--- config.mk ---
export PLATFORM = sky130hd
export DESIGN_NAME = multicycle_controller
export DESIGN_NICKNAME = d
export VERILOG_FILES = /design/src/rtl/multicycle_controller.sv
export SDC_FILE = /design/constraint.sdc
export NUM_CORES = 1
export LEC_CHECK = 0
export CAP_MARGIN = 25
export CORE_MARGIN = 2
export CORE_UTILIZATION = 42
export CTS_CLUSTER_SIZE = 40
export DETAILED_ROUTE_END_ITERATION = 12
export GPL_TIMING_DRIVEN = 0
export PLACE_DENSITY = 0.85
export SLEW_MARGIN = 20
export SYNTH_ARGS = -nofsm -noshare
export SYNTH_HDL_FRONTEND = slang
export SYNTH_SLANG_ARGS = --single-unit
--- constraint.sdc ---
create_clock -name clk -period 2.4 [get_ports clk]
set_input_delay 0.48 -clock clk [delete_from_list [all_inputs] [get_ports clk]]
set_output_delay 0.48 -clock clk [all_outputs]
set_load 0.02 [all_outputs]
--- src/rtl/multicycle_controller.sv ---
// multicycle_controller
// Main sequencing FSM for the multicycle MIPS core. It steps each instruction
// through fetch, decode, execute, memory and writeback phases. It uses a
// request/ready handshake with the shared instruction/data memory. ALU control
// decoding from Funct is done internally.
//
// Ports:
//   clk, reset        core clock; asynchronous active-high reset (forces FETCH)
//   Op, Funct         instruction fields IR[31:26], IR[5:0]
//   Zero              ALU zero flag (combinational from the datapath)
//   MemReady          memory completes the current access this cycle
//   MemReq, IorD, MemWrite         memory port control
//   IRWrite, PCEn, PCSrc           instruction register / PC update control
//   ALUSrcA, ALUSrcB, ALUControl   ALU operand and operation select
//   RegDst, MemToReg, RegWrite     register file write control
//   Retired           one-cycle pulse on the last cycle of each instruction
//   Trap              high while parked in TRAP after an unsupported Op/Funct
//   State             current state code (debug)
module multicycle_controller (
  input  logic       clk,
  input  logic       reset,
  input  logic [5:0] Op,
  input  logic [5:0] Funct,
  input  logic       Zero,
  input  logic       MemReady,
  output logic       MemReq,
  output logic       IorD,
  output logic       MemWrite,
  output logic       IRWrite,
  output logic       PCEn,
  output logic [1:0] PCSrc,
  output logic       ALUSrcA,
  output logic [1:0] ALUSrcB,
  output logic [2:0] ALUControl,
  output logic       RegDst,
  output logic       MemToReg,
  output logic       RegWrite,
  output logic       Retired,
  output logic       Trap,
  output logic [3:0] State
);

  localparam logic [3:0] S_FETCH   = 4'd0;
  localparam logic [3:0] S_DECODE  = 4'd1;
  localparam logic [3:0] S_MEMADR  = 4'd2;
  localparam logic [3:0] S_MEMRD   = 4'd3;
  localparam logic [3:0] S_MEMWB   = 4'd4;
  localparam logic [3:0] S_MEMWR   = 4'd5;
  localparam logic [3:0] S_EXECUTE = 4'd6;
  localparam logic [3:0] S_ALUWB   = 4'd7;
  localparam logic [3:0] S_BRANCH  = 4'd8;
  localparam logic [3:0] S_ADDIEX  = 4'd9;
  localparam logic [3:0] S_ADDIWB  = 4'd10;
  localparam logic [3:0] S_JUMP    = 4'd11;
  localparam logic [3:0] S_TRAP    = 4'd12;

  localparam logic [5:0] OP_R    = 6'b000000;
  localparam logic [5:0] OP_LW   = 6'b100011;
  localparam logic [5:0] OP_SW   = 6'b101011;
  localparam logic [5:0] OP_BEQ  = 6'b000100;
  localparam logic [5:0] OP_ADDI = 6'b001000;
  localparam logic [5:0] OP_J    = 6'b000010;

  localparam logic [2:0] ALU_ADD = 3'b010;
  localparam logic [2:0] ALU_SUB = 3'b110;
  localparam logic [2:0] ALU_AND = 3'b000;
  localparam logic [2:0] ALU_OR  = 3'b001;
  localparam logic [2:0] ALU_SLT = 3'b111;

  // Returns {supported, alu_control} for an R-type Funct field.
  function automatic logic [3:0] alu_decode(input logic [5:0] funct);
    logic [3:0] res;
    case (funct)
      6'b100000: res = {1'b1, ALU_ADD};
      6'b100010: res = {1'b1, ALU_SUB};
      6'b100100: res = {1'b1, ALU_AND};
      6'b100101: res = {1'b1, ALU_OR};
      6'b101010: res = {1'b1, ALU_SLT};
      default:   res = {1'b0, 3'b000};
    endcase
    return res;
  endfunction

  logic [3:0] state_r;
  logic [3:0] next_s;
  logic [3:0] funct_dec_s;

  logic       memreq_s;
  logic       iord_s;
  logic       memwrite_s;
  logic       irwrite_s;
  logic       pcwrite_s;
  logic       branch_s;
  logic [1:0] pcsrc_s;
  logic       alusrca_s;
  logic [1:0] alusrcb_s;
  logic [2:0] aluctl_s;
  logic       regdst_s;
  logic       memtoreg_s;
  logic       regwrite_s;
  logic       retired_s;
  logic       trap_s;

  assign funct_dec_s = alu_decode(Funct);

  // State register; reset returns to FETCH immediately.
  always_ff @(posedge clk or posedge reset) begin
    if (reset) begin
      state_r <= S_FETCH;
    end else begin
      state_r <= next_s;
    end
  end

  // Next-state logic; unused codes 13-15 fall back to FETCH.
  always_comb begin
    next_s = S_FETCH;
    case (state_r)
      S_FETCH: begin
        if (MemReady) next_s = S_DECODE;
        else          next_s = S_FETCH;
      end
      S_DECODE: begin
        case (Op)
          OP_LW, OP_SW: next_s = S_MEMADR;
          OP_R:         next_s = S_EXECUTE;
          OP_BEQ:       next_s = S_BRANCH;
          OP_ADDI:      next_s = S_ADDIEX;
          OP_J:         next_s = S_JUMP;
          default:      next_s = S_TRAP;
        endcase
      end
      S_MEMADR: begin
        // Op is held by the IR, so only lw/sw can reach here.
        if (Op == OP_SW)      next_s = S_MEMWR;
        else if (Op == OP_LW) next_s = S_MEMRD;
        else                  next_s = S_FETCH;
      end
      S_MEMRD: begin
        if (MemReady) next_s = S_MEMWB;
        else          next_s = S_MEMRD;
      end
      S_MEMWR: begin
        if (MemReady) next_s = S_FETCH;
        else          next_s = S_MEMWR;
      end
      S_EXECUTE: begin
        if (funct_dec_s[3]) next_s = S_ALUWB;
        else                next_s = S_TRAP;
      end
      S_ADDIEX: next_s = S_ADDIWB;
      S_MEMWB, S_ALUWB, S_BRANCH, S_ADDIWB, S_JUMP: next_s = S_FETCH;
      S_TRAP:   next_s = S_TRAP;
      default:  next_s = S_FETCH;
    endcase
  end

  // Per-state control decode; everything not driven in a state stays 0.
  always_comb begin
    memreq_s   = 1'b0;
    iord_s     = 1'b0;
    memwrite_s = 1'b0;
    irwrite_s  = 1'b0;
    pcwrite_s  = 1'b0;
    branch_s   = 1'b0;
    pcsrc_s    = 2'b00;
    alusrca_s  = 1'b0;
    alusrcb_s  = 2'b00;
    aluctl_s   = 3'b000;
    regdst_s   = 1'b0;
    memtoreg_s = 1'b0;
    regwrite_s = 1'b0;
    retired_s  = 1'b0;
    trap_s     = 1'b0;
    case (state_r)
      S_FETCH: begin
        // PC+4 is computed every fetch cycle but committed only on completion.
        memreq_s  = 1'b1;
        irwrite_s = MemReady;
        pcwrite_s = MemReady;
        alusrcb_s = 2'b01;
        aluctl_s  = ALU_ADD;
      end
      S_DECODE: begin
        alusrcb_s = 2'b11;
        aluctl_s  = ALU_ADD;
      end
      S_MEMADR, S_ADDIEX: begin
        alusrca_s = 1'b1;
        alusrcb_s = 2'b10;
        aluctl_s  = ALU_ADD;
      end
      S_MEMRD: begin
        memreq_s = 1'b1;
        iord_s   = 1'b1;
      end
      S_MEMWB: begin
        memtoreg_s = 1'b1;
        regwrite_s = 1'b1;
        retired_s  = 1'b1;
      end
      S_MEMWR: begin
        memreq_s   = 1'b1;
        iord_s     = 1'b1;
        memwrite_s = 1'b1;
        retired_s  = MemReady;
      end
      S_EXECUTE: begin
        alusrca_s = 1'b1;
        aluctl_s  = funct_dec_s[2:0];
      end
      S_ALUWB: begin
        regdst_s   = 1'b1;
        regwrite_s = 1'b1;
        retired_s  = 1'b1;
      end
      S_BRANCH: begin
        alusrca_s = 1'b1;
        aluctl_s  = ALU_SUB;
        branch_s  = 1'b1;
        pcsrc_s   = 2'b01;
        retired_s = 1'b1;
      end
      S_ADDIWB: begin
        regwrite_s = 1'b1;
        retired_s  = 1'b1;
      end
      S_JUMP: begin
        pcsrc_s   = 2'b10;
        pcwrite_s = 1'b1;
        retired_s = 1'b1;
      end
      S_TRAP: begin
        trap_s = 1'b1;
      end
      default: begin
        trap_s = 1'b0;
      end
    endcase
  end

  // Enables and strobes are forced low while reset is held. State already
  // sits at FETCH then, but FETCH would otherwise request memory.
  assign MemReq     = memreq_s & ~reset;
  assign MemWrite   = memwrite_s & ~reset;
  assign IRWrite    = irwrite_s & ~reset;
  assign PCEn       = (pcwrite_s | (branch_s & Zero)) & ~reset;
  assign RegWrite   = regwrite_s & ~reset;
  assign Retired    = retired_s & ~reset;
  assign Trap       = trap_s & ~reset;
  assign IorD       = iord_s;
  assign PCSrc      = pcsrc_s;
  assign ALUSrcA    = alusrca_s;
  assign ALUSrcB    = alusrcb_s;
  assign ALUControl = aluctl_s;
  assign RegDst     = regdst_s;
  assign MemToReg   = memtoreg_s;
  assign State      = state_r;

endmodule
==> flow_metrics.env <==
export IMPL_status="complete, no violations"
export IMPL_h_tree_depth=1
export IMPL_placement_rows=14
export IMPL_cts_tree="yes"
export IMPL_hold_class="in -> async"
export IMPL_critPathSlowestCell="clkdlybuf4s50_1"
export IMPL_hold_buffers=0
export IMPL_yosysTopAreaCell="dfrtp_1"
export IMPL_track_usage_pct=22.7
export IMPL_fin_crit_ps=2340
export IMPL_drv_slew=0
export IMPL_syn_nets=126
export IMPL_routed_via_density=5.88
export IMPL_fin_worst_skew_ps=5.79
export IMPL_worstPathArrival_ps=1860
export IMPL_rsz0062_at_grt="false"
export IMPL_clock_sinks=4
export IMPL_drive_gt1_share_pct=12.2
export IMPL_finalWeightedCongestion=0.892
export IMPL_pre_cts_ws_ps=-293
export IMPL_largest_reg_flops=4
export IMPL_ys_ff_latch=4
export IMPL_start_util_pct=46.3
export IMPL_antenna_found_initial=0
export IMPL_grt_remaining_overflow=0
export IMPL_yosysUniqueCellTypes=39
export IMPL_antennaDiodeCount=0
export IMPL_final_util_pct=71.9
export IMPL_fin_nets=166
export IMPL_cts_root_buffer="clkbuf_4"
export IMPL_start_kind="flop"
export IMPL_io_pins=38
export IMPL_critPathRequiredTime_ps=1920
export IMPL_clock_latency_ps=230
export IMPL_synth_async_reset_ratio_pct=100
export IMPL_ir_worst_vdd_mv=0.531
export IMPL_timing_fmax_mhz=427
export IMPL_drtIter0Drc=31
export IMPL_die_width_microns=45.5
export IMPL_setup_ws_ps=60.2
export IMPL_worst_path_max_fanout=10
export IMPL_yosys_warnings=0
export IMPL_cts_buffers=3
export IMPL_synthToLayoutAreaGrowth_pct=55.3
export IMPL_p_per_area_nw_per_um2=983
export IMPL_synthesis_area_sq_um=722
export IMPL_post_route_period_util_pct=97.5
export IMPL_path_cells="buf_6 -> clkbuf_2 -> nor3_1 -> clkdlybuf4s50_1"
export IMPL_rrSetupSlack_ps=650
export IMPL_yosysSeqAreaShare_pct=13.9
export IMPL_die_h_microns=45.5
export IMPL_synth_area_per_cell_sq_um=6.56
export IMPL_final_cells=164
export IMPL_postCtsSetupBuffers=0
export IMPL_ys_flop_type="dfrtp_1"
export IMPL_drtPass1Iterations=4
export IMPL_drc=0
export IMPL_maxSlewHeadroom_pct=59.5
export IMPL_setup_tns_final_ps=0
export IMPL_worst_pin_slew_ps=592
export IMPL_yosysTopAreaCellShare_pct=13.9
export IMPL_cpPeakStageDelay_ps=630
export IMPL_power_leakage_nw=0.536
export IMPL_final_cell_mix="clkdlybuf4s50_1, nor2_1, nor3_1, nand2_1, dlygate4sd2_1"
export IMPL_grt_max_degree=13
export IMPL_max_cap_violations=0
export IMPL_first_global_vias=799
export IMPL_placed_cells=162
export IMPL_fill_cells=133
export IMPL_final_area_sq_um=1120
export IMPL_clkTransAtPathRegs_ps=40
export IMPL_io_buffers=36
export IMPL_core_region_area_sq_um=1560
export IMPL_synth_edf_count=0
export IMPL_vias=965
export IMPL_placed_area_sq_um=1100
export IMPL_dp_final_hpwl_microns=1760
export IMPL_clk_path_buf_depth=2
export IMPL_dieArea_sq_um=2070
export IMPL_ant_nets=0
export IMPL_final_common_cell="clkdlybuf4s50_1"
export IMPL_grt_pass1_wl_microns=3480
export IMPL_synth_area_leaders="dfrtp_1, nor3_1, nor2_1, nand2b_1, nand2_1"
export IMPL_routedWlPerCell_microns=14.4
export IMPL_end_kind="output port"
export IMPL_finalWirelength_microns=2360
export IMPL_synthCells=110
export IMPL_path_class="reg -> out"
export IMPL_setup_viol=0
export IMPL_hold_viol=0
-- power by group --
part | total [mW] | switching (mW) | internal [mW]
Sequential | 0.146 | 0.0498 | 0.0961
Clock | 0.0813 | 0.0256 | 0.0558
Combinational | 0.874 | 0.506 | 0.368
Total | 1.10 | 0.582 | 0.520
-- layout make-up --
cell class	instances	area [sq um]	area share [%]
multi-input cells	92	562	50.1
repair buffers	36	349	31.1
flip-flops and latches	4	101	9.04
plain buffers	8	47.5	4.24
clock buffers	3	22.5	2.01
well taps	16	20.0	1.79
inverters	5	18.8	1.67
-- synth_stat cells, types with 2 or more instances --
library cell,count
a2111oi_0,3
a21oi_1,6
a31oi_1,4
and3b_1,2
clkbuf_1,5
dfrtp_1,4
inv_1,5
mux2i_1,2
nand2_1,10
nand2b_1,7
nand3_1,2
nor2_1,13
nor2b_1,5
nor3_1,10
nor3b_1,2
nor4_1,2
o211ai_1,2
o21ai_0,4
or4_1,2
-- metal layers --
metal	GRT usage, %	vias to the layer above	wire length (microns)
met4	7.06	0	12
met1	29.3	435	1060
met5	0	-	0
met2	39.2	44	1150
met3	2.38	3	142
li1	-	483	-
-- worst max-delay path, delay by kind of cell, from the launching register on --
family	cells	cell delay, ps
buffers and inverters	3	990
DFF	1	430
and+or+nand+nor	1	200
-- final timing paths --
kind	to	cells past startpoint	startpoint
min in group clk	State[2]	3	State[0]
max reg2reg	State[3]	4	State[3]
max in group asynchronous	State[0]	2	reset
max	ALUSrcB[0]	4	State[1]
min reg2reg	State[2]	3	State[0]
min	State[1]	2	reset
-- cells by family (layout without fill, tap and decap cells) --
group | after synthesis | after routing | synth area share [%]
compound gates | 27 | 27 | 25.1
flops | 4 | 4 | 13.9
simple gates | 61 | 61 | 46.8
xor+xnor | 2 | 2 | 2.43
mux | 2 | 2 | 2.77
buf+inv | 14 | 52 | 9.01
-- stage by stage --
step | hold slack [ps] | power [mW]
final | 276 | 1.10
after global routing | 304 | 1.16
after CTS | 267 | 1.10
after detailed placement | 513 | 1.05
after global placement | 498 | 1.04
after floorplan | 428 | 0.692
-- what timing repair did --
item	4_1_cts	5_1_grt
setup endpoints to repair	16	10
gates resized for setup	20	11
gates cloned	0	0
Note: power is estimated with default switching activity, not from simulation.
